[config.mk]
export PLATFORM = sky130hd
export DESIGN_NAME = demultiplexor6_collector_flat
export DESIGN_NICKNAME = d
export VERILOG_FILES = /design/src/rtl/demultiplexor6_collector_pkg.sv /design/src/rtl/demultiplexor6_collector_if.sv /design/src/rtl/demultiplexor6_collector_demultiplexor3.sv /design/src/rtl/demultiplexor6_collector.sv /design/src/flat_wrapper.sv
export SDC_FILE = /design/constraint.sdc
export NUM_CORES = 1
export LEC_CHECK = 0
export BUFFER_PORTS_ARGS = -buffer_cell sky130_fd_sc_hd__buf_2
export CAP_MARGIN = 0
export CORE_MARGIN = 10
export CORE_UTILIZATION = 50
export CTS_BUF_LIST = sky130_fd_sc_hd__clkbuf_8
export CTS_CLUSTER_DIAMETER = 30
export DETAILED_ROUTE_END_ITERATION = 8
export PLACE_DENSITY = 0.75
export SLEW_MARGIN = 20
export SYNTH_ARGS = -nofsm -noshare
export SYNTH_HDL_FRONTEND = slang
export SYNTH_SLANG_ARGS = --single-unit
[constraint.sdc]
create_clock -name clk -period 1.84 [get_ports clk]
set_input_delay 0.092 -clock clk [delete_from_list [all_inputs] [get_ports clk]]
set_output_delay 0.092 -clock clk [all_outputs]
set_load 0.03 [all_outputs]
[src/rtl/demultiplexor6_collector_pkg.sv]
// -----------------------------------------------------------------------------
// demux_pkg
// Shared definitions for the serial-to-parallel collector and its decoder tree.
//   SEL_W            : select width (6)
//   FRAME_W          : frame width (2**SEL_W = 64)
//   frame_t          : one 64-bit frame, bit i = position i
//   sel_t            : one 6-bit position select
//   collector_state_t: FILL (accepting bits) / FULL (frame presented)
// -----------------------------------------------------------------------------
package demux_pkg;

  localparam int SEL_W   = 6;
  localparam int FRAME_W = 1 << SEL_W;

  typedef logic [FRAME_W-1:0] frame_t;
  typedef logic [SEL_W-1:0]   sel_t;

  typedef enum logic {
    FILL = 1'b0,
    FULL = 1'b1
  } collector_state_t;

endpackage : demux_pkg

[src/rtl/demultiplexor6_collector_if.sv]
// -----------------------------------------------------------------------------
// demultiplexor6_collector_if
// Bit-input and frame-output handshakes of the collector.
//   master : producer/consumer side (drives in_valid, in_bit, in_sel, auto_inc,
//            clear, out_ready; observes in_ready, ptr, out_data, out_valid)
//   slave  : collector side (the reverse)
// -----------------------------------------------------------------------------
interface demultiplexor6_collector_if;
  import demux_pkg::*;

  logic   in_valid;
  logic   in_ready;
  logic   in_bit;
  sel_t   in_sel;
  logic   auto_inc;
  logic   clear;
  sel_t   ptr;
  frame_t out_data;
  logic   out_valid;
  logic   out_ready;

  modport master (
    output in_valid, in_bit, in_sel, auto_inc, clear, out_ready,
    input  in_ready, ptr, out_data, out_valid
  );

  modport slave (
    input  in_valid, in_bit, in_sel, auto_inc, clear, out_ready,
    output in_ready, ptr, out_data, out_valid
  );

endinterface : demultiplexor6_collector_if

[src/rtl/demultiplexor6_collector_demultiplexor3.sv]
// -----------------------------------------------------------------------------
// demultiplexor3
// Combinational 1-to-8 one-hot decoder with enable.
//   en  : input,  1 - when 0 all outputs are 0
//   sel : input,  3 - index of the output to raise
//   y   : output, 8 - one-hot (or all-zero) result
// -----------------------------------------------------------------------------
module demultiplexor3 (
  input  logic       en,
  input  logic [2:0] sel,
  output logic [7:0] y
);

  // NOTE: every signal written in always_comb gets a default first so that no
  // path leaves it unassigned; otherwise a latch would be inferred.
  always_comb begin
    y = '0;
    if (en) y[sel] = 1'b1;
  end

endmodule : demultiplexor3

[src/rtl/demultiplexor6_collector.sv]
// -----------------------------------------------------------------------------
// demultiplexor6_collector
// Serial-to-parallel collector: accepts one bit per handshake, steers it through
// a 1-to-64 decoder tree into a 64-bit frame register and tracks which
// positions have been written. Once all 64 positions are written the frame is
// held and offered on out_valid/out_ready.
//   clk   : input, 1 - clock, all state changes on the rising edge
//   rst_n : input, 1 - synchronous active-low reset
//   bus   : slave modport of demultiplexor6_collector_if
//           in_valid/in_ready/in_bit/in_sel/auto_inc : bit input handshake
//           clear     : synchronous flush of frame, mask and pointer
//           ptr       : current auto-increment pointer
//           out_data/out_valid/out_ready : frame output handshake
// -----------------------------------------------------------------------------
module demultiplexor6_collector
  import demux_pkg::*;
#(
  parameter int SEL_W = 6  // only 6 is supported
) (
  input logic                          clk,
  input logic                          rst_n,
  demultiplexor6_collector_if.slave    bus
);

  collector_state_t state;
  frame_t           data_q;
  frame_t           mask_q;
  sel_t             ptr_q;

  logic             accept;
  logic [SEL_W-1:0] target;
  logic [7:0]       grp_en;
  frame_t           we;
  frame_t           mask_nxt;
  frame_t           data_nxt;

  // Handshake flags come from the state register alone, so there is no
  // combinational path from in_valid or out_ready to them.
  assign bus.in_ready  = (state == FILL);
  assign bus.out_valid = (state == FULL);
  assign bus.out_data  = data_q;
  assign bus.ptr       = ptr_q;

  assign accept = bus.in_valid && (state == FILL);
  assign target = bus.auto_inc ? ptr_q : bus.in_sel;

  // Two-level decoder tree: the upper level picks one group of eight, each
  // lower-level instance picks the bit inside its group. Gating with accept
  // at the top means we is all-zero on any non-accept cycle.
  demultiplexor3 u_dec_hi (
    .en  (accept),
    .sel (target[5:3]),
    .y   (grp_en)
  );

  for (genvar g = 0; g < 8; g++) begin : g_dec_lo
    demultiplexor3 u_dec_lo (
      .en  (grp_en[g]),
      .sel (target[2:0]),
      .y   (we[g*8 +: 8])
    );
  end

  // Rewrites overwrite the data bit; the mask only ever gains bits, so a
  // repeated position cannot advance completion.
  assign mask_nxt = mask_q | we;
  assign data_nxt = (data_q & ~we) | (we & {FRAME_W{bus.in_bit}});

  // NOTE: sequential state is assigned with non-blocking (<=) only, so every
  // register sees the pre-edge values of the others regardless of order.
  always_ff @(posedge clk) begin
    if (!rst_n) begin
      state  <= FILL;
      data_q <= '0;
      mask_q <= '0;
      ptr_q  <= '0;
    end else if (bus.clear) begin
      // Flush wins over both handshakes; a bit offered this cycle is dropped.
      state  <= FILL;
      data_q <= '0;
      mask_q <= '0;
      ptr_q  <= '0;
    end else begin
      unique case (state)
        FILL: begin
          if (accept) begin
            data_q <= data_nxt;
            mask_q <= mask_nxt;
            if (bus.auto_inc) ptr_q <= ptr_q + sel_t'(1);  // wraps 63 -> 0
            if (&mask_nxt) state <= FULL;
          end
        end
        FULL: begin
          // Frame data is deliberately kept after hand-off; only the
          // bookkeeping restarts.
          if (bus.out_ready) begin
            state  <= FILL;
            mask_q <= '0;
            ptr_q  <= '0;
          end
        end
        default: state <= FILL;
      endcase
    end
  end

endmodule : demultiplexor6_collector

[src/flat_wrapper.sv]
// flat-port wrapper written by rule: the top's interface ports become plain ports
module demultiplexor6_collector_flat import demux_pkg::*;
#(
  parameter int SEL_W = 6                        
)
  (clk, rst_n, bus_in_valid, bus_in_bit, bus_in_sel, bus_auto_inc, bus_clear, bus_out_ready, bus_in_ready, bus_ptr, bus_out_data, bus_out_valid);
  demultiplexor6_collector_if bus_i ();
  input logic clk;
  input logic rst_n;
  input wire logic [$bits(bus_i.in_valid)-1:0] bus_in_valid;
  input wire logic [$bits(bus_i.in_bit)-1:0] bus_in_bit;
  input wire logic [$bits(bus_i.in_sel)-1:0] bus_in_sel;
  input wire logic [$bits(bus_i.auto_inc)-1:0] bus_auto_inc;
  input wire logic [$bits(bus_i.clear)-1:0] bus_clear;
  input wire logic [$bits(bus_i.out_ready)-1:0] bus_out_ready;
  output wire logic [$bits(bus_i.in_ready)-1:0] bus_in_ready;
  output wire logic [$bits(bus_i.ptr)-1:0] bus_ptr;
  output wire logic [$bits(bus_i.out_data)-1:0] bus_out_data;
  output wire logic [$bits(bus_i.out_valid)-1:0] bus_out_valid;
  assign bus_i.in_valid = bus_in_valid;
  assign bus_i.in_bit = bus_in_bit;
  assign bus_i.in_sel = bus_in_sel;
  assign bus_i.auto_inc = bus_auto_inc;
  assign bus_i.clear = bus_clear;
  assign bus_i.out_ready = bus_out_ready;
  assign bus_in_ready = bus_i.in_ready;
  assign bus_ptr = bus_i.ptr;
  assign bus_out_data = bus_i.out_data;
  assign bus_out_valid = bus_i.out_valid;
  demultiplexor6_collector #(.SEL_W(SEL_W)) u_core (.clk(clk), .rst_n(rst_n), .bus(bus_i));
endmodule
==> impl_metrics.py, run 1 <==
metrics = {
    "sta": {
        "slew_viol_final": 0,
        "max_freq_ghz": 0.4324,
        "hold_viol": 0,
        "fin_worst_skew_ns": 0.01374,
        "max-slew-margin-rel_pct": 55.62,
        "tightest_slew_ns": 0.6657,
        "rsz0062_at_grt": "true",
        "hold_ws_ns": 0.01888,
        "finalSetupViolations": 10,
        "min_period_ns": 2.313,
        "layout_worst_path_cycle_share_pct": 125.7,
        "fin_ws_ns": -0.4727,
    },
    "setup_path": {
        "crit_required_ns": 2.23,
        "startpoint_type": "flop",
        "crit_arrival_ns": 2.70,
        "end_kind": "flop",
        "worstPathMaxFanout": 6,
        "critPathKind": "reg -> reg",
    },
    "finish": {
        "fin_area_sq_um": 7518,
        "fin_cells": 980,
        "multiInputGateArea_sq_um": 2634,
        "n_fill_cell": 729,
        "num_antenna_cells": 0,
        "layout-drive-gt1-share_pct": 35.07,
        "seq_area_sq_um": 2716,
        "fin_util_pct": 72.50,
        "final_nets": 845,
        "syn_to_final_growth_pct": 40.20,
    },
    "clock_network": {
        "cts_tree": "yes",
        "clk_latency_ns": 0.45,
        "clockRootBuffer": "clkbuf_8",
        "htree_num_levels": 4,
        "clk_pin_slew_ns": 0.09,
        "cts.path.max_buffers": 2,
        "clock_sinks": 135,
        "cts_made_buffers": 17,
    },
    "power_and_ir_drop": {
        "power_frac_clock_pct": 42.6,
        "pwr_density_cell_nw_per_um2": 778.0,
        "p_leak_nw": 2.823,
        "power_frac_seq_pct": 50.0,
        "comb_power_share_pct": 7.4,
        "p_sw_mw": 1.595,
        "irDropWorstVdd_mv": 0.6118,
        "intPower_mw": 4.255,
        "sw_frac_of_total_pct": 27.26,
    },
    "yosys": {
        "ys.warnings.count": 0,
        "ys_ff_latch": 135,
        "ys.flop_type": "dfxtp_1",
        "synth-seq-area-share_pct": 50.40,
        "synth_edf_count": 0,
        "synth_area_leader_cell": "dfxtp_1",
        "synthCells": 668,
        "synth-async-reset-ratio_pct": 0,
        "avgSynthCellArea_sq_um": 8.028,
        "synth_nets": 682,
        "syn-cell-area_sq_um": 5363,
        "synth_area_leaders": "dfxtp_1 (50%), a21oi_1 (11%), nand2_1 (8.9%)",
        "yosysUniqueCellTypes": 39,
        "synth_top_area_share_pct": 50.40,
    },
    "grt": {
        "grt_first_pass_wirelength_mm": 26.36,
        "grt_pass1_vias": 5351,
        "gr-usage-all-layers_pct": 21.50,
        "overflow": 0,
        "grt_max_degree": 65,
        "antenna_found_initial": 0,
    },
    "outcome": {
        "outcome": "complete, but fails checks",
        "violations": "negative setup slack",
    },
    "placement": {
        "hpwl_mm": 11.38,
        "dp_cells": 938,
        "gp_congestion": 0.8787,
        "placed_cell_area_sq_um": 6785,
        "portBuffers": 84,
    },
    "floorplanning": {
        "die_area_sq_um": 15270,
        "die_x_microns": 123.6,
        "core_area_sq_um": 10370,
        "die_h_microns": 123.6,
        "rows": 37,
        "start_util_pct": 51.71,
        "ioPinCount": 85,
    },
    "job": {
        "maxCapViolCount": 0,
    },
    "route": {
        "vias": 5510,
        "wl_mm": 17.49,
        "drc": 0,
        "drtIter0Drc": 733,
        "drt-pass1-iter-count": 5,
        "wl_per_cell_microns": 17.84,
        "viasPerCell": 5.622,
        "ant_nets": 0,
    },
    "hold_path": {
        "hp-class": "in -> reg",
    },
}
## through the flow
stage	total power [mW]	setup WS (ns)	TNS, ns
6_report	5.849	-0.4727	-1.020
5_1_grt	6.013	-0.5963	-2.133
4_1_cts	5.812	-0.3210	-0.5039
3_5_place_dp	3.383	-0.4813	-0.9496
3_3_place_gp	3.372	-0.4017	-0.5262
2_1_floorplan	3.210	-0.1279	-0.1279
## cells in the mapped netlist (3+ instances only)
| library cell | count |
|---|---|
| nor4_1 | 12 |
| o22ai_1 | 3 |
| a211oi_2 | 7 |
| nor3_1 | 3 |
| clkbuf_1 | 33 |
| nand3b_1 | 3 |
| buf_4 | 3 |
| nand4_1 | 6 |
| mux2i_1 | 6 |
| a31oi_1 | 7 |
| nor2_1 | 75 |
| buf_1 | 12 |
| nand2b_1 | 11 |
| and2_1 | 3 |
| dfxtp_1 | 135 |
| nand3_1 | 64 |
| xor2_1 | 4 |
| buf_2 | 8 |
| nand2_1 | 127 |
| a21oi_1 | 118 |
## power groups by stage
stage / registers, mW / logic [mW] / clock network (mW)
3_5_place_dp: 2.99 / 0.390 / 0
4_1_cts: 2.92 / 0.401 / 2.49
3_3_place_gp: 2.99 / 0.380 / 0
2_1_floorplan: 3.00 / 0.212 / 0
6_report: 2.92 / 0.435 / 2.49
5_1_grt: 2.92 / 0.456 / 2.63
## worst paths after layout
check,startpoint,endpoint,slack [ns],depth (start not counted)
setup / recovery,u_core.bus.ptr[3],u_core.bus.out_valid,-0.47,7
hold / removal,rst_n,u_core.bus.ptr[0],0.02,3
setup reg to reg,u_core.bus.ptr[3],u_core.bus.out_valid,-0.47,7
hold reg to reg,flop,flop,0.45,2
## cell type report
| cell class | instances | area share, % |
|---|---|---|
| Clock buffer | 18 | 3.295 |
| Clock inverter | 14 | 2.080 |
| Sequential cell | 135 | 36.13 |
| Tap cell | 136 | 2.263 |
| Multi-Input combinational cell | 473 | 35.03 |
| Timing Repair Buffer | 202 | 21.10 |
| Inverter | 2 | 0.09985 |
## worst max-delay path, stage by stage, from the launching register on
cell,delay (ns)
dfxtp_4,0.37
mux2_4,0.33
a211oi_4,0.36
a21oi_1,0.18
nor4_1,0.40
nand3_1,0.16
nor4_2,0.31
a21o_1,0.15
## what timing repair did
item,4_1_cts,5_1_grt
gates resized for setup,17,32
setup endpoints to repair,10,34
cloned,0,2
setup buffers,2,7
hold buffers,1,0
endpoints found under the hold margin,1,0
pin swaps,7,10
## layer usage
metal / global-route usage [%] / vias up / wire, microns / share of wire, %
li1: - / 2593 / - / -
met1: 25.17 / 2608 / 6937 / 40
met2: 37.48 / 274 / 8845 / 51
met3: 5.059 / 35 / 1339 / 7.7
met4: 7.860 / 0 / 361 / 2.1
met5: 0 / - / 0 / 0
## cells in the final DEF (no fill, tap or decap), types with 8 or more instances in the layout
cell type,Yosys,routed
nand3_1,64,60
buf_4,3,85
nor2_1,75,75
dfxtp_1,135,128
nand2_1,127,120
buf_2,8,84
nand2b_1,11,8
a21oi_1,118,112
clkbuf_8,0,18
buf_12,0,14
buf_6,2,14
## cell families (layout without fill, tap and decap cells)
kind of cell,count (synthesis),count (layout),share of synthesized area [%]
simple gates,316,316,26.55
compound gates,144,144,15.75
flops,135,135,50.40
buf+inv,60,236,4.876
mux,8,8,1.540
xor+xnor,4,4,0.6532
fa+ha+maj,1,1,0.2333
Power figures use the tool's default switching activity.
==> inputs of run 2 (changes only) <==
- clock period: 1.84 -> 2.1 ns (I/O delays scaled with it)
==> run 2 against run 1 <==
Net effect:
- the flow still finishes with violations (negative setup slack)
- first-iteration DRC count shrank 41%
- wire length down 9.9%
- total power down 11%
- largest power group unchanged
- global-route usage decreased by 0.79 points
- cell count is 1.8% lower
- worst setup slack improved by 0.43 ns
- hold slack better by 0.082 ns
- final area shrank 6.1%
- flip-flop and latch count did not move
- critical path depth grew 1
- sequential power shrank 12%
==> impl_metrics.py, run 2 (synthesis results as in run 1) <==
metrics = {
    "hold_path": {
        "hold_start": "bus_in_bit",
        "hold_depth": 3,
        "hp-class": "in -> reg",
    },
    "sta": {
        "hold_viol": 0,
        "max-slew-margin-rel_pct": 58.46,
        "rsz0062_at_grt": "true",
        "layout_worst_path_cycle_share_pct": 101.9,
        "min_period_ns": 2.141,
        "max_freq_ghz": 0.4671,
        "fin_ws_ns": -0.04077,
        "tns_ns": -0.04077,
        "finalSetupViolations": 1,
        "tightest_slew_ns": 0.6058,
        "fin_worst_skew_ns": 0.01225,
        "slew_viol_final": 0,
    },
    "power_and_ir_drop": {
        "power_frac_seq_pct": 49.3,
        "irDropWorstVdd_mv": 0.4127,
        "comb_power_share_pct": 5.9,
        "intPower_mw": 3.985,
        "power_frac_clock_pct": 44.7,
        "p_sw_mw": 1.214,
        "pwr_density_cell_nw_per_um2": 736.4,
        "sw_frac_of_total_pct": 23.35,
        "power_mw": 5.199,
        "p_leak_nw": 2.692,
    },
    "clock_network": {
        "htree_num_levels": 4,
        "clock_sinks": 135,
        "clk_pin_slew_ns": 0.08,
        "cts_made_buffers": 17,
        "clk_latency_ns": 0.44,
        "clockRootBuffer": "clkbuf_8",
        "cts.path.max_buffers": 2,
        "cts_tree": "yes",
    },
    "floorplanning": {
        "ioPinCount": 85,
        "core_area_sq_um": 10370,
        "start_util_pct": 51.71,
        "die_x_microns": 123.6,
        "rows": 37,
        "die_area_sq_um": 15270,
        "die_h_microns": 123.6,
    },
    "route": {
        "viasPerCell": 5.444,
        "drc": 0,
        "vias": 5237,
        "wl_met3_mm": 1.056,
        "wl_mm": 15.75,
        "top_layer_used": "met4",
        "wl_per_cell_microns": 16.38,
        "ant_nets": 0,
        "drtIter0Drc": 436,
        "dr_wl_met2_mm": 7.795,
        "drt-pass1-iter-count": 5,
        "wl_met1_mm": 6.605,
    },
    "placement": {
        "preCtsSetupSlack_ns": -0.1543,
        "hpwl_mm": 11.00,
        "gp_congestion": 0.9525,
        "portBuffers": 84,
    },
    "job": {
        "maxCapViolCount": 0,
    },
    "setup_path": {
        "crit_arrival_ns": 2.52,
        "reg2reg_to": "u_core.bus.out_valid",
        "critPathKind": "reg -> reg",
        "r2r_start": "u_core.bus.ptr[1]",
        "r2r_cells": 8,
        "crit_required_ns": 2.48,
        "startpoint_type": "flop",
        "end_kind": "flop",
        "regToRegSetupSlack_ns": -0.04,
        "worstPathMaxFanout": 7,
    },
    "outcome": {
        "outcome": "complete, but fails checks",
        "violations": "negative setup slack",
    },
    "finish": {
        "syn_to_final_growth_pct": 31.66,
        "final_nets": 827,
        "num_antenna_cells": 0,
        "final_cell_mix": "dfxtp_1 (131), nand2_1 (127), a21oi_1 (117), buf_4 (90), buf_2 (84)",
        "layout_commonest_cell": "dfxtp_1",
        "layout-drive-gt1-share_pct": 30.15,
    },
    "grt": {
        "gr-usage-all-layers_pct": 20.71,
        "grt_pass1_vias": 5041,
        "overflow": 0,
        "grt_first_pass_wirelength_mm": 25.16,
        "antenna_found_initial": 0,
        "grt_max_degree": 53,
    },
}
[run 2: power by group through the flow]
stage	combinational, mW	clock, mW	sequential (mW)
2_1_floorplan	0.165	0	2.63
3_3_place_gp	0.288	0	2.62
3_5_place_dp	0.294	0	2.62
4_1_cts	0.300	2.35	2.56
5_1_grt	0.331	2.47	2.56
6_report	0.309	2.33	2.56
[run 2: per-layer routing]
layer  up-vias  GRT usage (%)
li1       2562              -
met1      2460          24.86
met2       186          34.25
met3        29          5.424
met4         0          9.098
met5         -              0
[run 2: worst max path at each step]
stage | from | end | slack [ns]
after global routing | u_core.bus.ptr[3] | u_core.bus.out_valid | -0.13
after CTS | u_core.bus.ptr[4] | u_core.bus.out_valid | -0.04
after detailed placement | bus_auto_inc | u_core.bus.out_valid | -0.15
final | u_core.bus.ptr[1] | u_core.bus.out_valid | -0.04
after floorplan | u_core.bus.ptr[5] | u_core.bus.out_valid | 0.002
after global placement | bus_auto_inc | u_core.bus.out_valid | -0.07
[run 2: critical path: stages (launching register included)]
cell and delay, ns:
dfxtp_1 0.42, nand2_1 0.15, o22ai_2 0.31, buf_4 0.24
a21oi_1 0.12, nor4_1 0.42, nand4_1 0.15, nor2_1 0.17
a21o_1 0.12
[run 2: layout make-up]
class / count / area, sq um
Fill cell: 851 / 3309
Clock inverter: 14 / 182.7
Sequential cell: 135 / 2708
Timing Repair Buffer: 184 / 1251
Tap cell: 136 / 170.2
Inverter: 2 / 7.507
Multi-Input combinational cell: 473 / 2494
Clock buffer: 18 / 247.7
[run 2: timing repair]
item,in CTS,in global routing
gates resized for setup,11,4
hold endpoints to repair,1,0
pin swaps,8,0
setup endpoints to repair,1,1
buffers inserted,4,0
hold buffers,1,0
[run 2: through the flow]
stage / hold slack [ns] / util, % / cell area, sq um / cells
after detailed placement: 0.4393 / 63.01 / 6534 / 927
after global routing: 0.08755 / 68.09 / 7061 / 962
final: 0.1010 / 68.09 / 7061 / 962
after CTS: 0.08231 / 67.88 / 7039 / 962
after global placement: 0.4332 / 63.01 / 6534 / 927
after floorplan: 0.3122 / - / 5369 / 668
==> inputs of run 3 (changes only) <==
- CTS_BUF_LIST: sky130_fd_sc_hd__clkbuf_8 -> sky130_fd_sc_hd__clkbuf_16
==> run 3 against run 2 <==
Net effect:
- the flow still finishes with violations (negative setup slack)
- global-route usage increased by 1.0 points
- utilization up 2.0 points
- total power is 15% higher
- cell count fell by 0.10%
- critical path type unchanged
- critical endpoint unchanged
- largest cell class unchanged
- highest routed layer unchanged
==> impl_metrics.py, run 3 (synthesis results as in run 1) <==
metrics = {
    "outcome": {
        "outcome": "complete, but fails checks",
        "violations": "negative setup slack",
    },
    "power_and_ir_drop": {
        "p_leak_nw": 2.790,
        "pwr_density_cell_nw_per_um2": 820.7,
        "intPower_mw": 4.644,
        "comb_power_share_pct": 5.2,
        "power_frac_seq_pct": 43.1,
        "power_frac_clock_pct": 51.7,
        "irDropWorstVdd_mv": 0.4258,
        "p_sw_mw": 1.322,
        "sw_frac_of_total_pct": 22.16,
    },
    "sta": {
        "layout_worst_path_cycle_share_pct": 104.7,
        "fin_ws_ns": -0.09861,
        "slew_viol_final": 0,
        "max-slew-margin-rel_pct": 60.53,
        "tns_ns": -0.09861,
        "min_period_ns": 2.199,
        "finalSetupViolations": 1,
        "tightest_slew_ns": 0.5756,
        "hold_viol": 0,
        "rsz0062_at_grt": "true",
        "max_freq_ghz": 0.4548,
        "fin_worst_skew_ns": 0.008169,
    },
    "grt": {
        "use_met3_pct": 5.059,
        "grt_pass1_vias": 5232,
        "grt_first_pass_wirelength_mm": 26.29,
        "grt.busiest_layer": "met2",
        "gr-usage-met1_pct": 25.31,
        "grt_max_degree": 53,
        "overflow": 0,
        "gr-usage-all-layers_pct": 21.71,
        "antenna_found_initial": 0,
        "met2_usage_pct": 37.25,
    },
    "finish": {
        "fin_util_pct": 70.10,
        "syn_to_final_growth_pct": 35.56,
        "num_antenna_cells": 0,
        "layout-drive-gt1-share_pct": 30.67,
        "final_cell_mix": "dfxtp_1 (131), nand2_1 (127), a21oi_1 (116), buf_4 (89), buf_2 (84)",
        "layout_commonest_cell": "dfxtp_1",
        "final_nets": 826,
    },
    "floorplanning": {
        "core_area_sq_um": 10370,
        "die_x_microns": 123.6,
        "ioPinCount": 85,
        "die_area_sq_um": 15270,
        "rows": 37,
        "start_util_pct": 51.71,
        "die_h_microns": 123.6,
    },
    "setup_path": {
        "crit_chain": "nand2b_4 > buf_4 > a211oi_2 > buf_4 > a21oi_1 > nor4_1 > nand3_1 > nor4_2 > a21o_1",
        "worstPathMaxFanout": 10,
        "crit_arrival_ns": 2.55,
        "cp_common_cell": "buf_4",
        "crit_required_ns": 2.46,
        "crit_family": "simple AND/OR/NAND/NOR gates",
        "cp_slowest_cell": "nor4_2",
        "path_buf_inv": 2,
        "critPathKind": "reg -> reg",
        "startpoint_type": "flop",
        "end_kind": "flop",
        "slowest_delay_ns": 0.33,
    },
    "route": {
        "drc": 0,
        "wl_mm": 16.56,
        "ant_nets": 0,
        "wl_per_cell_microns": 17.23,
        "viasPerCell": 5.615,
        "drt-pass1-iter-count": 6,
        "vias": 5396,
        "drtIter0Drc": 569,
    },
    "clock_network": {
        "clk_latency_ns": 0.42,
        "clock_sinks": 135,
        "clk_pin_slew_ns": 0.05,
        "cts.path.max_buffers": 2,
        "htree_num_levels": 4,
        "hold_buffers": 0,
        "cts_made_buffers": 17,
        "clockRootBuffer": "clkbuf_16",
        "cts_tree": "yes",
    },
    "hold_path": {
        "hp-class": "in -> reg",
    },
    "placement": {
        "portBuffers": 84,
        "gp_congestion": 0.9525,
        "hpwl_mm": 11.00,
    },
    "job": {
        "maxCapViolCount": 0,
    },
}
[run 3: area by class of cell]
class	instances	area (sq um)
fill	807	3100
sequential	135	2708
multi-input combinational	473	2527
timing repair buffer	183	1245
clock buffer	17	425.4
clock inverter	15	186.4
tap	136	170.2
inverter	2	7.507
[run 3: metrics by stage]
stage | instance area [sq um] | hold WS (ns) | setup WS [ns] | power, mW | cells
2_1_floorplan | 5369 | 0.3122 | 0.001872 | 2.794 | 668
3_3_place_gp | 6534 | 0.4332 | -0.06776 | 2.913 | 927
3_5_place_dp | 6534 | 0.4393 | -0.1543 | 2.918 | 927
4_1_cts | 7217 | 0.02505 | -0.01932 | 5.962 | 961
5_1_grt | 7269 | 0.04237 | -0.1317 | 6.129 | 961
6_report | 7269 | 0.04167 | -0.09861 | 5.966 | 961
[run 3: repair_timing]
action / CTS / global route
gates resized for setup: 12 / 11
setup buffers: 4 / 0
pin swaps: 8 / 3
setup endpoints to repair: 1 / 1
[run 3: tightest hold or removal path, delay by kind of cell]
kind | cells | cell delay (ns)
AOI/OAI and AO/OA | 1 | 0.15
buffers and inverters | 1 | 0.09
and+or+nand+nor | 1 | 0.07
[run 3: power groups by stage]
stage	clock network, mW	registers (mW)	logic (mW)
4_1_cts	3.09	2.57	0.300
2_1_floorplan	0	2.63	0.165
3_5_place_dp	0	2.62	0.294
5_1_grt	3.23	2.57	0.332
3_3_place_gp	0	2.62	0.288
6_report	3.08	2.57	0.312
[run 3: metal layers]
layer  part of all wire, %  vias up  routed length [microns]
li1                      -     2565                        -
met4                   2.4        0                      399
met1                    40     2536                     6604
met5                     0        -                        0
met2                    50      251                     8331
met3                   7.4       44                     1224
[run 3: path summary, 6_finish.rpt]
check,from,to,slack [ns],cells after the start
max,u_core.bus.out_valid,u_core.bus.out_valid,-0.1,9
min,bus_out_ready,u_core.bus.out_valid,0.04,3
max reg2reg,u_core.bus.out_valid,u_core.bus.out_valid,-0.1,9
min reg2reg,flop,flop,0.45,2
